**src/rtl/srlatch_pkg.sv**
```systemverilog
// Shared definitions for latch / flip-flop monitors: state encodings,
// synchronizer depth and the output-consistency rule for each state.
package srlatch_pkg;

    localparam int SYNC_STAGES = 2;

    localparam logic [1:0] ST_UNKNOWN = 2'd0;
    localparam logic [1:0] ST_Q0      = 2'd1;
    localparam logic [1:0] ST_Q1      = 2'd2;
    localparam logic [1:0] ST_FORBID  = 2'd3;

    // Returns 1 when the observed outputs are legal for a NOR latch in state st.
    function automatic logic state_match(input logic [1:0] st,
                                         input logic       qv,
                                         input logic       qbv);
        logic ok;
        ok = 1'b0;
        case (st)
            ST_Q0:     ok = (qv == 1'b0) && (qbv == 1'b1);
            ST_Q1:     ok = (qv == 1'b1) && (qbv == 1'b0);
            ST_FORBID: ok = (qv == 1'b0) && (qbv == 1'b0);
            default:   ok = (qv != qbv);
        endcase
        return ok;
    endfunction

endpackage

```
**src/rtl/srlatch_monitor_sync2.sv**
```systemverilog
// Single-bit multi-flop synchronizer, asynchronous active-high reset to 0.
module sync2
    import srlatch_pkg::*;
(
    input  logic clk,
    input  logic reset,
    input  logic d,
    output logic q
);

    logic [SYNC_STAGES-1:0] pipe;

    // Shift the asynchronous input through the synchronizer chain.
    always_ff @(posedge clk or posedge reset) begin
        if (reset) begin
            pipe <= '0;
        end else begin
            pipe <= {pipe[SYNC_STAGES-2:0], d};
        end
    end

    assign q = pipe[SYNC_STAGES-1];

endmodule

```
**src/rtl/srlatch_monitor.sv**
```systemverilog
// SR latch checker: synchronizes latch pins, predicts the latch state and
// flags output mismatches (per episode) and forbidden s=r=1 inputs.
module srlatch_monitor
    import srlatch_pkg::*;
#(
    parameter int SETTLE_CYCLES = 4,
    parameter int CNT_W         = 8
) (
    input  logic             clk,
    input  logic             reset,
    input  logic             r,
    input  logic             s,
    input  logic             q,
    input  logic             q_bar,
    output logic             exp_q,
    output logic             exp_valid,
    output logic             err,
    output logic [CNT_W-1:0] err_cnt,
    output logic             forbidden_seen,
    output logic             settled
);

    localparam logic [3:0] SETTLE_MAX = 4'(SETTLE_CYCLES);

    logic       rs, ss, qs, qbs;
    logic [1:0] prev_sr;
    logic [1:0] state;
    logic [1:0] next_state;
    logic [3:0] settle_cnt;
    logic       chg;
    logic       mismatch;
    logic       armed;

    sync2 u_sync_r    (.clk(clk), .reset(reset), .d(r),     .q(rs));
    sync2 u_sync_s    (.clk(clk), .reset(reset), .d(s),     .q(ss));
    sync2 u_sync_q    (.clk(clk), .reset(reset), .d(q),     .q(qs));
    sync2 u_sync_qbar (.clk(clk), .reset(reset), .d(q_bar), .q(qbs));

    assign chg      = ({ss, rs} != prev_sr);
    assign settled  = (settle_cnt == SETTLE_MAX) && !chg;
    assign mismatch = !state_match(state, qs, qbs);
    assign err      = settled && mismatch && armed;

    // Next latch state from the synchronized set/reset inputs.
    always_comb begin
        next_state = state;
        case ({ss, rs})
            2'b10:   next_state = ST_Q1;
            2'b01:   next_state = ST_Q0;
            2'b11:   next_state = ST_FORBID;
            default: next_state = (state == ST_FORBID) ? ST_UNKNOWN : state;
        endcase
    end

    // Expected outputs are registered from next_state so they move on the
    // same edge as the state register (2 sync edges + 1 FSM edge).
    always_ff @(posedge clk or posedge reset) begin
        if (reset) begin
            state          <= ST_UNKNOWN;
            prev_sr        <= '0;
            exp_q          <= 1'b0;
            exp_valid      <= 1'b0;
            forbidden_seen <= 1'b0;
        end else begin
            state     <= next_state;
            prev_sr   <= {ss, rs};
            exp_q     <= (next_state == ST_Q1);
            exp_valid <= (next_state == ST_Q0) || (next_state == ST_Q1);
            if ({ss, rs} == 2'b11) begin
                forbidden_seen <= 1'b1;
            end
        end
    end

    // Settle counter: restarts on any input change, saturates at SETTLE_MAX.
    always_ff @(posedge clk or posedge reset) begin
        if (reset) begin
            settle_cnt <= '0;
        end else if (chg) begin
            settle_cnt <= '0;
        end else if (settle_cnt != SETTLE_MAX) begin
            settle_cnt <= settle_cnt + 4'd1;
        end
    end

    // Episode tracking: one err per mismatch run; re-armed by a matching
    // settled cycle or by an input change.
    always_ff @(posedge clk or posedge reset) begin
        if (reset) begin
            armed <= 1'b1;
        end else if (chg) begin
            armed <= 1'b1;
        end else if (err) begin
            armed <= 1'b0;
        end else if (settled && !mismatch) begin
            armed <= 1'b1;
        end
    end

    // Saturating count of mismatch episodes.
    always_ff @(posedge clk or posedge reset) begin
        if (reset) begin
            err_cnt <= '0;
        end else if (err && (err_cnt != '1)) begin
            err_cnt <= err_cnt + 1'b1;
        end
    end

endmodule
```
**config.mk**
```make
export PLATFORM = sky130hd
export DESIGN_NAME = srlatch_monitor
export DESIGN_NICKNAME = d
export VERILOG_FILES = /design/src/rtl/srlatch_pkg.sv /design/src/rtl/srlatch_monitor_sync2.sv /design/src/rtl/srlatch_monitor.sv
export SDC_FILE = /design/constraint.sdc
export NUM_CORES = 1
export LEC_CHECK = 0
export CAP_MARGIN = 20
export CORE_ASPECT_RATIO = 1.1
export CORE_MARGIN = 8
export CORE_UTILIZATION = 50
export DETAILED_ROUTE_END_ITERATION = 8
export GPL_TIMING_DRIVEN = 0
export PLACE_DENSITY_LB_ADDON = 0.12
export SYNTH_ARGS = -nofsm -noshare
export SYNTH_HDL_FRONTEND = slang
export SYNTH_SLANG_ARGS = --single-unit
```
**constraint.sdc**
```tcl
create_clock -name clk -period 2.61 [get_ports clk]
set_input_delay 0.6525 -clock clk [delete_from_list [all_inputs] [get_ports clk]]
set_output_delay 0.6525 -clock clk [all_outputs]
set_load 0.005 [all_outputs]
```
Word-level counts from Yosys, hierarchy flattened
Index checks and enable logic that the tools add are counted.
Widths: inputs -> output; s select.
{"block": "totals", "output_inout_bits": 13, "in_bits": 6, "wordCells": 50, "regBits": 28}
{"block": "op_classes", "n_addsub": 2, "reduce_logical": 13, "bitwise": 2, "n_eq_ne": 13, "n_mux": 8}
{"operator": "$eq 2x2->1 const B", "count": 5}
{"operator": "$add 8x1->8 const B", "count": 1}
{"operator": "$logic_and 1x1->1", "count": 8}
{"operator": "$mux 4", "count": 2}
{"operator": "$ne 8x8->1 const B", "count": 1}
{"operator": "$eq 2x1->1 const B", "count": 3}
{"operator": "$pmux 2 s3", "count": 1}
{"operator": "$add 4x1->4 const B", "count": 1}
{"operator": "$eq 4x3->1 const B", "count": 1}
{"operator": "$ne 4x3->1 const B", "count": 1}
{"operator": "$mux 1", "count": 3}
{"operator": "$pmux 1 s3", "count": 1}
{"operator": "$reduce_bool 3->1", "count": 1}
{"operator": "$logic_not 1->1", "count": 2}
{"operator": "$mux 2", "count": 1}
{"operator": "$ne 2x2->1", "count": 1}
{"operator": "$not 1->1", "count": 2}
{"operator": "$reduce_bool 2->1", "count": 1}
{"operator": "$logic_or 1x1->1", "count": 1}
{"operator": "$ne 1x1->1", "count": 1}

Depth between registers and ports, before layout
Gate-level depths: netlist of the first run.
{"block": "depth", "depth_word": 8, "ltp_mapped": 7, "ltp_nobuf": 6}

Modules after synthesis
From an unflattened synthesis of the first run, not the netlist that was laid out.
{"block": "hier_totals", "cells_unflattened": 96, "area_unflattened_um2": 1182.4}
{"mod": "srlatch_monitor", "seq_area_each_um2": 501.7, "cells_per_inst": 84, "area_per_inst_um2": 967.2, "n_inst": 1}
{"mod": "sync2", "seq_area_each_um2": 50.0, "cells_per_inst": 3, "area_per_inst_um2": 53.8, "n_inst": 4}

Worst setup path before layout of the first run
No wires, ideal clock.
{"block": "synth_timing", "kind": "register to output", "startpoint": "reg u_sync_q.pipe[1]", "endpoint": "out err", "setup_slack_ns": 0.560, "required_ns": 1.957, "path_stages_with_launch": 5, "n_path_buf": 0, "arrival_time_ns": 1.397, "path_cell_list": "dfrtp_1 ha_1 inv_1 mux4_2 nor2_1"}
{"block": "synth_between", "elab_chain_cells": 6, "word_cells_on_any_way": 9, "cone_classes": "eq/ne (1); mux (1); bitwise (1); reduce/logical (6)"}
{"item": "start: declaration", "line": "srlatch_monitor_sync2.sv:11", "rtl": "logic [SYNC_STAGES-1:0] pipe;"}
{"item": "start signal: assignment", "line": "srlatch_monitor_sync2.sv:18", "rtl": "pipe <= {pipe[SYNC_STAGES-2:0], d};"}
{"item": "$not 1->1", "line": "srlatch_pkg.sv:19, srlatch_pkg.sv:21"}
{"item": "$logic_and 1x1->1 (on tied branches)", "line": "srlatch_pkg.sv:21, srlatch_pkg.sv:19"}
{"item": "$pmux 1 s3 (*)", "line": "srlatch_pkg.sv:18", "rtl": "case (st)"}
{"item": "$logic_not 1->1 (*)", "line": "srlatch_monitor.sv:41", "rtl": "assign mismatch = !state_match(state, qs, qbs);"}
{"item": "$logic_and 1x1->1 (*) (2 in a row)", "line": "srlatch_monitor.sv:42", "rtl": "assign err = settled && mismatch && armed;"}
{"item": "end: declaration", "line": "srlatch_monitor.sv:17", "rtl": "output logic err,"}
Every way passes the cells marked *; elsewhere a longest branch is shown, timed or not.

Worst setup path in the final report of the first run
{"block": "layout_timing", "startpoint": "reg u_sync_qbar.pipe[1]", "endpoint": "out err"}
{"block": "layout_between", "elab_chain_cells": 6, "word_cells_on_any_way": 9, "cone_classes": "eq/ne (1); mux (1); bitwise (1); reduce/logical (6)"}
{"item": "start: declaration", "line": "srlatch_monitor_sync2.sv:11"}
{"item": "start signal: assignment", "line": "srlatch_monitor_sync2.sv:18"}
{"item": "$not 1->1", "line": "srlatch_pkg.sv:20, srlatch_pkg.sv:21"}
{"item": "$logic_and 1x1->1 (on tied branches)", "line": "srlatch_pkg.sv:21, srlatch_pkg.sv:20"}
{"item": "$pmux 1 s3 (*)", "line": "srlatch_pkg.sv:18"}
{"item": "$logic_not 1->1 (*)", "line": "srlatch_monitor.sv:41"}
{"item": "$logic_and 1x1->1 (*) (2 in a row)", "line": "srlatch_monitor.sv:42"}
Marked as above.

==> reports/summary.txt, run 1 <==
FF/Latch Area - 701.9 sq um
Pwr Total - 0.0007485 W
CTS Buf Count - 3
Filler cell count - 175
Post-route cell area - 0.001541 sq mm
Leakage power - 0.7302 nW
Crit path max fanout - 2
First-pass GRT wire length - 3677 microns
Slowest cell on the critical path - mux4_2
Final setup vio count - 0
Tot GR Track Use - 10.63%
HPWL Detailed - 1440 microns
Top Family by Delay on Critical Path - multiplexers
Mapped Cells - 96
Ant diodes - 0
Hold Buf Count CTS - 0
Placer Congestion - 0.8059
Clk root buf - clkbuf_4
CP Launch Type - register
Clock Power Share - 27.4%
Area growth from synthesis to layout - 27.67%
Die Area - 0.004245 sq mm
Initial core utilization - 53.08%
Synth area leader - dfrtp_1
Sequential Power Share - 61.7%
Worst Path Required - 1.96 ns
Relative slew slack - 64.28%
Vias - 787
Vias in the first global route - 835
Critical path, cell by cell - inv_1 -> ha_1 -> inv_1 -> mux4_2 -> nor2_1 -> clkdlybuf4s15_1
Main area contributors after synthesis - dfrtp_1 56%, ha_1 5.2%, xor2_1 3.6%
Core area - 0.002275 sq mm
CTS max path bufs - 2
Total grt overflow - 0
Max cap viols - 0
Crit path launch - u_sync_qbar.pipe[1]$_DFF_PP0_
DRC - 0
Hold_sp - u_sync_qbar.pipe[0]$_DFF_PP0_
Final Critical Period - 2.487 ns
Horiz. Die Dim - 62.86 microns
Die Y - 67.54 microns
Worst slew pin tran - 0.5351 ns
Most frequent cells in the layout - 27 x dfrtp_1, 16 x clkdlybuf4s50_1, 9 x nor2_1
Io pins - 19
Critical path type - register to output pin
Avg WL per Cell - 13.29 microns
Synth warn - 0
Port Buffers - 18
Clk sinks - 28
Worst hold path type - register to register
Sequential area share after synthesis - 58.13%
Setup crit end kind - output pin
DRT iter0 DRCs - 18
Internal power - 0.0005784 W
Clk slew on worst S/H paths - 0.15 ns
Fin crit share - 95.30%
Pwr Density - 485.6 mW/mm^2
Final clock skew - 0.009700 ns
Synthesized Nets - 107
Placed inst area - 0.001425 sq mm
Critical Path AT - 1.83 ns
Vias per cell - 5.110
Multi-input logic area - 480.5 sq um
Pins Over Slew Limit - 0
CTS tree - done
Rows - 18
Nets@finish - 136
Max incr delay on CP - 0.47 ns
Reg-to-Reg Start - u_sync_qbar.pipe[1]$_DFF_PP0_
Final hold vios - 0
Commonest non-fill, non-tap cell in the layout - dfrtp_1
Combinational share of power - 10.9%
Wirelength, routed - 2046 microns
Net Sw Frac - 22.72%
Pin count of the biggest net entering global routing - 29
Status - finished, final reports clean
Area of the mapped netlist - 0.001207 sq mm
Buf+Inv Stages, Crit Path - 3
Share of post-route cells with drive strength above 1 - 16.94%
Yosys cell types - 30
Top cell type's share of synthesized area - 55.96%
Fmax - 402.0 MHz
H-tree Lvls - 1
VDD IR max - 0.4368 mV
Initial antenna violation count - 0
Worst-Skew Late Latency - 0.32 ns
Syn_area_per_cell - 12.58 sq um
RSZ-0062 raised after global routing - false
ANT nets after route - 0
Switching power of the nets - 0.0001701 W
DRT Pass-1 Iters - 2
Number of synthesized register bits - 28
Cell repeated most along the worst path - inv_1
==> logic make-up (layout without fill, tap and decap cells) <==
family                   after synthesis  in the layout  synth area share (%)
multiplexers                           4              4                 4.559
adder cells (fa/ha/maj)                5              5                 5.181
flip-flops                            28             28                 58.14
AND/OR/NAND/NOR                       36             36                 20.10
XOR/XNOR                               8              8                 5.803
AO/OA/AOI/OAI                          6              6                 3.316
buffers and inverters                  9             37                 2.901
==> registers in the layout, indices dropped and copies added, names as in the netlist <==
signal and count:
u_sync_qbar.pipe 2, err_cnt 8, forbidden_seen 1, exp_q 1, settle_cnt 4, prev_sr 2
u_sync_s.pipe 2, u_sync_r.pipe 2, armed 1, u_sync_q.pipe 2, state 2, exp_valid 1
==> worst register-to-register path, delay by kind of cell (launching register included) <==
kind | cells | cell delay, ns
muxes | 2 | 0.81
DFF | 1 | 0.38
buffers and inverters | 3 | 0.29
and+or+nand+nor | 1 | 0.29
adders and majority gates | 1 | 0.26
==> path summary, 6_finish.rpt <==
kind                                                       to  slack [ns]  cells past startpoint
worst max-delay path                                      err        0.12                      6
worst min-delay path            u_sync_qbar.pipe[1]$_DFF_PP0_        0.37                      0
worst max register to register         err_cnt[6]$_DFFE_PP0P_        0.49                      7
worst min register to register  u_sync_qbar.pipe[1]$_DFF_PP0_        0.37                      0
max in group asynchronous          u_sync_s.pipe[1]$_DFF_PP0_        1.49                      3
min in group asynchronous              err_cnt[7]$_DFFE_PP0P_        0.65                      2
==> Yosys cell counts <==
| library cell | count |
|---|---|
| dfrtp_1 | 27 |
| nor2_1 | 9 |
| inv_1 | 8 |
| ha_1 | 5 |
| nand3_1 | 5 |
| xor2_1 | 5 |
| nor3b_1 | 3 |
| xnor2_1 | 3 |
| a21oi_1 | 2 |
| a2bb2oi_1 | 2 |
| and2_1 | 2 |
| and3_1 | 2 |
| mux2_1 | 2 |
| nand2b_1 | 2 |
| nand4_1 | 2 |
| nor4_2 | 2 |
| nor4b_2 | 2 |
| a21o_1 | 1 |
| buf_2 | 1 |
| dfstp_2 | 1 |
| mux2i_1 | 1 |
| mux4_2 | 1 |
| nand2_1 | 1 |
| nand3b_1 | 1 |
| nand4bb_1 | 1 |
| nor2b_1 | 1 |
| nor3_1 | 1 |
| nor3_4 | 1 |
| o21ai_0 | 1 |
| or2_2 | 1 |
==> power by group through the flow <==
| stage | sequential, W | combinational, W | clock (W) |
|---|---|---|---|
| after floorplan | 0.000469 | 0.0000395 | 0 |
| after global placement | 0.000470 | 0.0000629 | 0 |
| after detailed placement | 0.000471 | 0.0000668 | 0 |
| after CTS | 0.000461 | 0.0000766 | 0.000217 |
| after global routing | 0.000464 | 0.0000917 | 0.000233 |
| final | 0.000462 | 0.0000818 | 0.000205 |
==> metal layers <==
metal  wire length, microns  vias to the layer above  GRT usage [%]  share of wire (%)
li1                       -                      387              -                  -
met1                    930                      386          11.85                 45
met2                   1022                       12          19.92                 50
met3                     80                        2          2.980                3.9
met4                     12                        0          2.564               0.59
met5                      0                        -              0                  0
==> stage by stage <==
step / TNS (ns) / hold WS [ns] / utilization, % / setup slack, ns / std cells
2_1_floorplan: 0 / 0.3312 / - / 0.5603 / 96
3_3_place_gp: 0 / 0.3318 / 62.65 / 0.02370 / 144
3_5_place_dp: -0.02260 / 0.3365 / 62.65 / -0.02260 / 144
4_1_cts: 0 / 0.3706 / 65.84 / 0.04526 / 153
5_1_grt: 0 / 0.3782 / 67.77 / 0.002353 / 154
6_report: 0 / 0.3676 / 67.77 / 0.1226 / 154
==> repair_timing <==
action,in CTS,in global routing
pin swaps,0,0
gates resized for setup,1,6
setup buffers,5,0
setup endpoints to repair,1,2
==> cell type report <==
type | count | area share (%)
flip-flops and latches | 28 | 45.54
multi-input cells | 59 | 31.17
repair buffers | 24 | 16.07
well taps | 30 | 2.435
clock buffers | 4 | 2.354
inverters | 8 | 1.948
plain buffers | 1 | 0.4870
Note: power is estimated with default switching activity, not from simulation.
==> inputs of run 2 (changes only) <==
--- a/config.mk
+++ b/config.mk
@@ -11,7 +11,7 @@
 export CORE_UTILIZATION = 50
 export DETAILED_ROUTE_END_ITERATION = 8
 export GPL_TIMING_DRIVEN = 0
-export PLACE_DENSITY_LB_ADDON = 0.12
+export PLACE_DENSITY = 0.76
 export SYNTH_ARGS = -nofsm -noshare
 export SYNTH_HDL_FRONTEND = slang
 export SYNTH_SLANG_ARGS = --single-unit
==> reports/summary.txt, run 2 (same netlist as run 1, synthesis figures left out) <==
Horiz. Die Dim - 62.86 microns
Wirelength, routed - 2209 microns
Relative slew slack - 68.31%
Clk sinks - 28
ANT nets after route - 0
Rows - 18
Worst-Skew Late Latency - 0.33 ns
DRC - 0
Worst hold path type - register to register
Pwr Total - 0.0008285 W
Share of post-route cells with drive strength above 1 - 19.20%
CP Launch Type - register
Commonest non-fill, non-tap cell in the layout - dfrtp_1
First-pass GRT wire length - 3657 microns
Status - finished, final reports clean
Pwr Density - 529.3 mW/mm^2
Nets@finish - 137
Core area - 0.002275 sq mm
Port Buffers - 18
DRT Pass-1 Iters - 4
Pin count of the biggest net entering global routing - 29
Total grt overflow - 0
Worst slew pin tran - 0.4736 ns
Fin crit share - 94.12%
Setup crit end kind - output pin
Most frequent cells in the layout - 27 x dfrtp_1, 16 x clkdlybuf4s50_1, 8 x inv_1, 8 x nor2_1, 6 x buf_4
Die Y - 67.54 microns
Vias per cell - 5.316
Dpl ws - -0.004172 ns
Hold Buf Count CTS - 0
Critical Path AT - 1.80 ns
PnR worst setup slack - 0.1535 ns
Hold WS - 0.3677 ns
Die Area - 0.004245 sq mm
Worst Path Required - 1.96 ns
VDD IR max - 0.4483 mV
HPWL Detailed - 1473 microns
# placed instances - 144
Critical path type - register to output pin
Final setup vio count - 0
Top Registers - err_cnt: 8 flops, settle_cnt: 4 flops
Crit path max fanout - 2
Placed inst area - 0.001425 sq mm
Final hold vios - 0
Clk slew on worst S/H paths - 0.14 ns
Area growth from synthesis to layout - 29.64%
Final cell count without fillers - 155
Placer Congestion - 0.7674
Io pins - 19
Final Critical Period - 2.457 ns
Ant diodes - 0
RSZ-0062 raised after global routing - false
Clk root buf - clkbuf_4
H-tree Lvls - 1
CTS max path bufs - 2
CTS Buf Count - 3
DRT iter0 DRCs - 20
Vias in the first global route - 852
Avg WL per Cell - 14.25 microns
Post-route cell area - 0.001565 sq mm
CTS tree - done
Max cap viols - 0
Leakage power - 0.7469 nW
Tot GR Track Use - 10.78%
Initial core utilization - 53.08%
Final clock skew - 0.01004 ns
Pins Over Slew Limit - 0
Fmax - 407.1 MHz
Initial antenna violation count - 0
Vias - 824
Top reg by flops - err_cnt
Number of flip-flops under the largest register name - 8
[run 2: cell types whose count changed in the layout (fill, tap and decap cells not counted)]
cell	delta
buf_2	+1
bufinv_16	+1
clkbuf_2	+1
clkbuf_8	-1
clkdlybuf4s15_1	-1
ha_1	+1
ha_2	-1
nor2_1	-1
nor2_2	+1
xnor2_1	-1
xnor2_2	+1
[run 2: per-layer routing]
layer	GRT usage, %	wire length [microns]
met1	11.24	938
met2	19.66	1076
met3	3.974	149
met4	4.274	44
met5	0	0
[run 2: what timing repair did]
| action | in CTS | in global routing |
|---|---|---|
| pin swaps | 0 | 0 |
| resized for setup | 1 | 6 |
| hold endpoints to repair | 0 | 0 |
| buffers inserted | 4 | 2 |
| endpoints found under the setup margin | 2 | 2 |
[run 2: path summary, 6_finish.rpt]
path,slack [ns],cells after the start,start,endpoint
worst max-delay path,0.15,5,u_sync_q.pipe[1]$_DFF_PP0_,err
worst min-delay path,0.37,0,u_sync_qbar.pipe[0]$_DFF_PP0_,u_sync_qbar.pipe[1]$_DFF_PP0_
worst max register to register,0.42,6,u_sync_q.pipe[1]$_DFF_PP0_,err_cnt[1]$_DFFE_PP0P_
worst min register to register,0.37,0,u_sync_qbar.pipe[0]$_DFF_PP0_,u_sync_qbar.pipe[1]$_DFF_PP0_
max in group asynchronous,1.54,3,reset,armed$_DFFE_PP1P_
min in group asynchronous,0.58,2,reset,u_sync_q.pipe[1]$_DFF_PP0_
[run 2: metrics by stage]
step                utilization, %   TNS [ns]
finish                       68.81          0
global route                 68.81          0
CTS                          66.23          0
detailed placement           62.65  -0.004172
global placement             62.65          0
floorplan                        -          0
[run 2: area by class of cell]
type / instances / area [sq um]
inverters: 8 / 30.03
plain buffers: 1 / 5.005
clock inverters: 1 / 30.03
well taps: 30 / 37.54
clock buffers: 3 / 22.52
flip-flops and latches: 28 / 701.9
multi-input cells: 59 / 488.0
fillers: 165 / 709.4
repair buffers: 25 / 250.2
[run 2: critical path, stage by stage, from the launching register on]
cell and delay [ns]:
dfrtp_1 0.43, ha_1 0.31, inv_1 0.04, mux4_2 0.48
nor2_2 0.11, clkbuf_2 0.11
[run 2: power breakdown]
group / switching [W] / leakage [nW] / internal (W) / total (W)
Combinational: 0.0000400 / 0.369 / 0.0000443 / 0.0000843
Sequential: 0.0000120 / 0.350 / 0.000451 / 0.000463
Clock: 0.000126 / 0.0279 / 0.000155 / 0.000281
==> inputs of run 3 (changes only) <==
--- a/config.mk
+++ b/config.mk
@@ -10,6 +10,7 @@
 export CORE_MARGIN = 8
 export CORE_UTILIZATION = 50
 export DETAILED_ROUTE_END_ITERATION = 8
+export GPL_ROUTABILITY_DRIVEN = 0
 export GPL_TIMING_DRIVEN = 0
 export PLACE_DENSITY = 0.76
 export SYNTH_ARGS = -nofsm -noshare
==> results of run 3 <==
No change in the layout: final DEF, timing and power equal those of run 2.
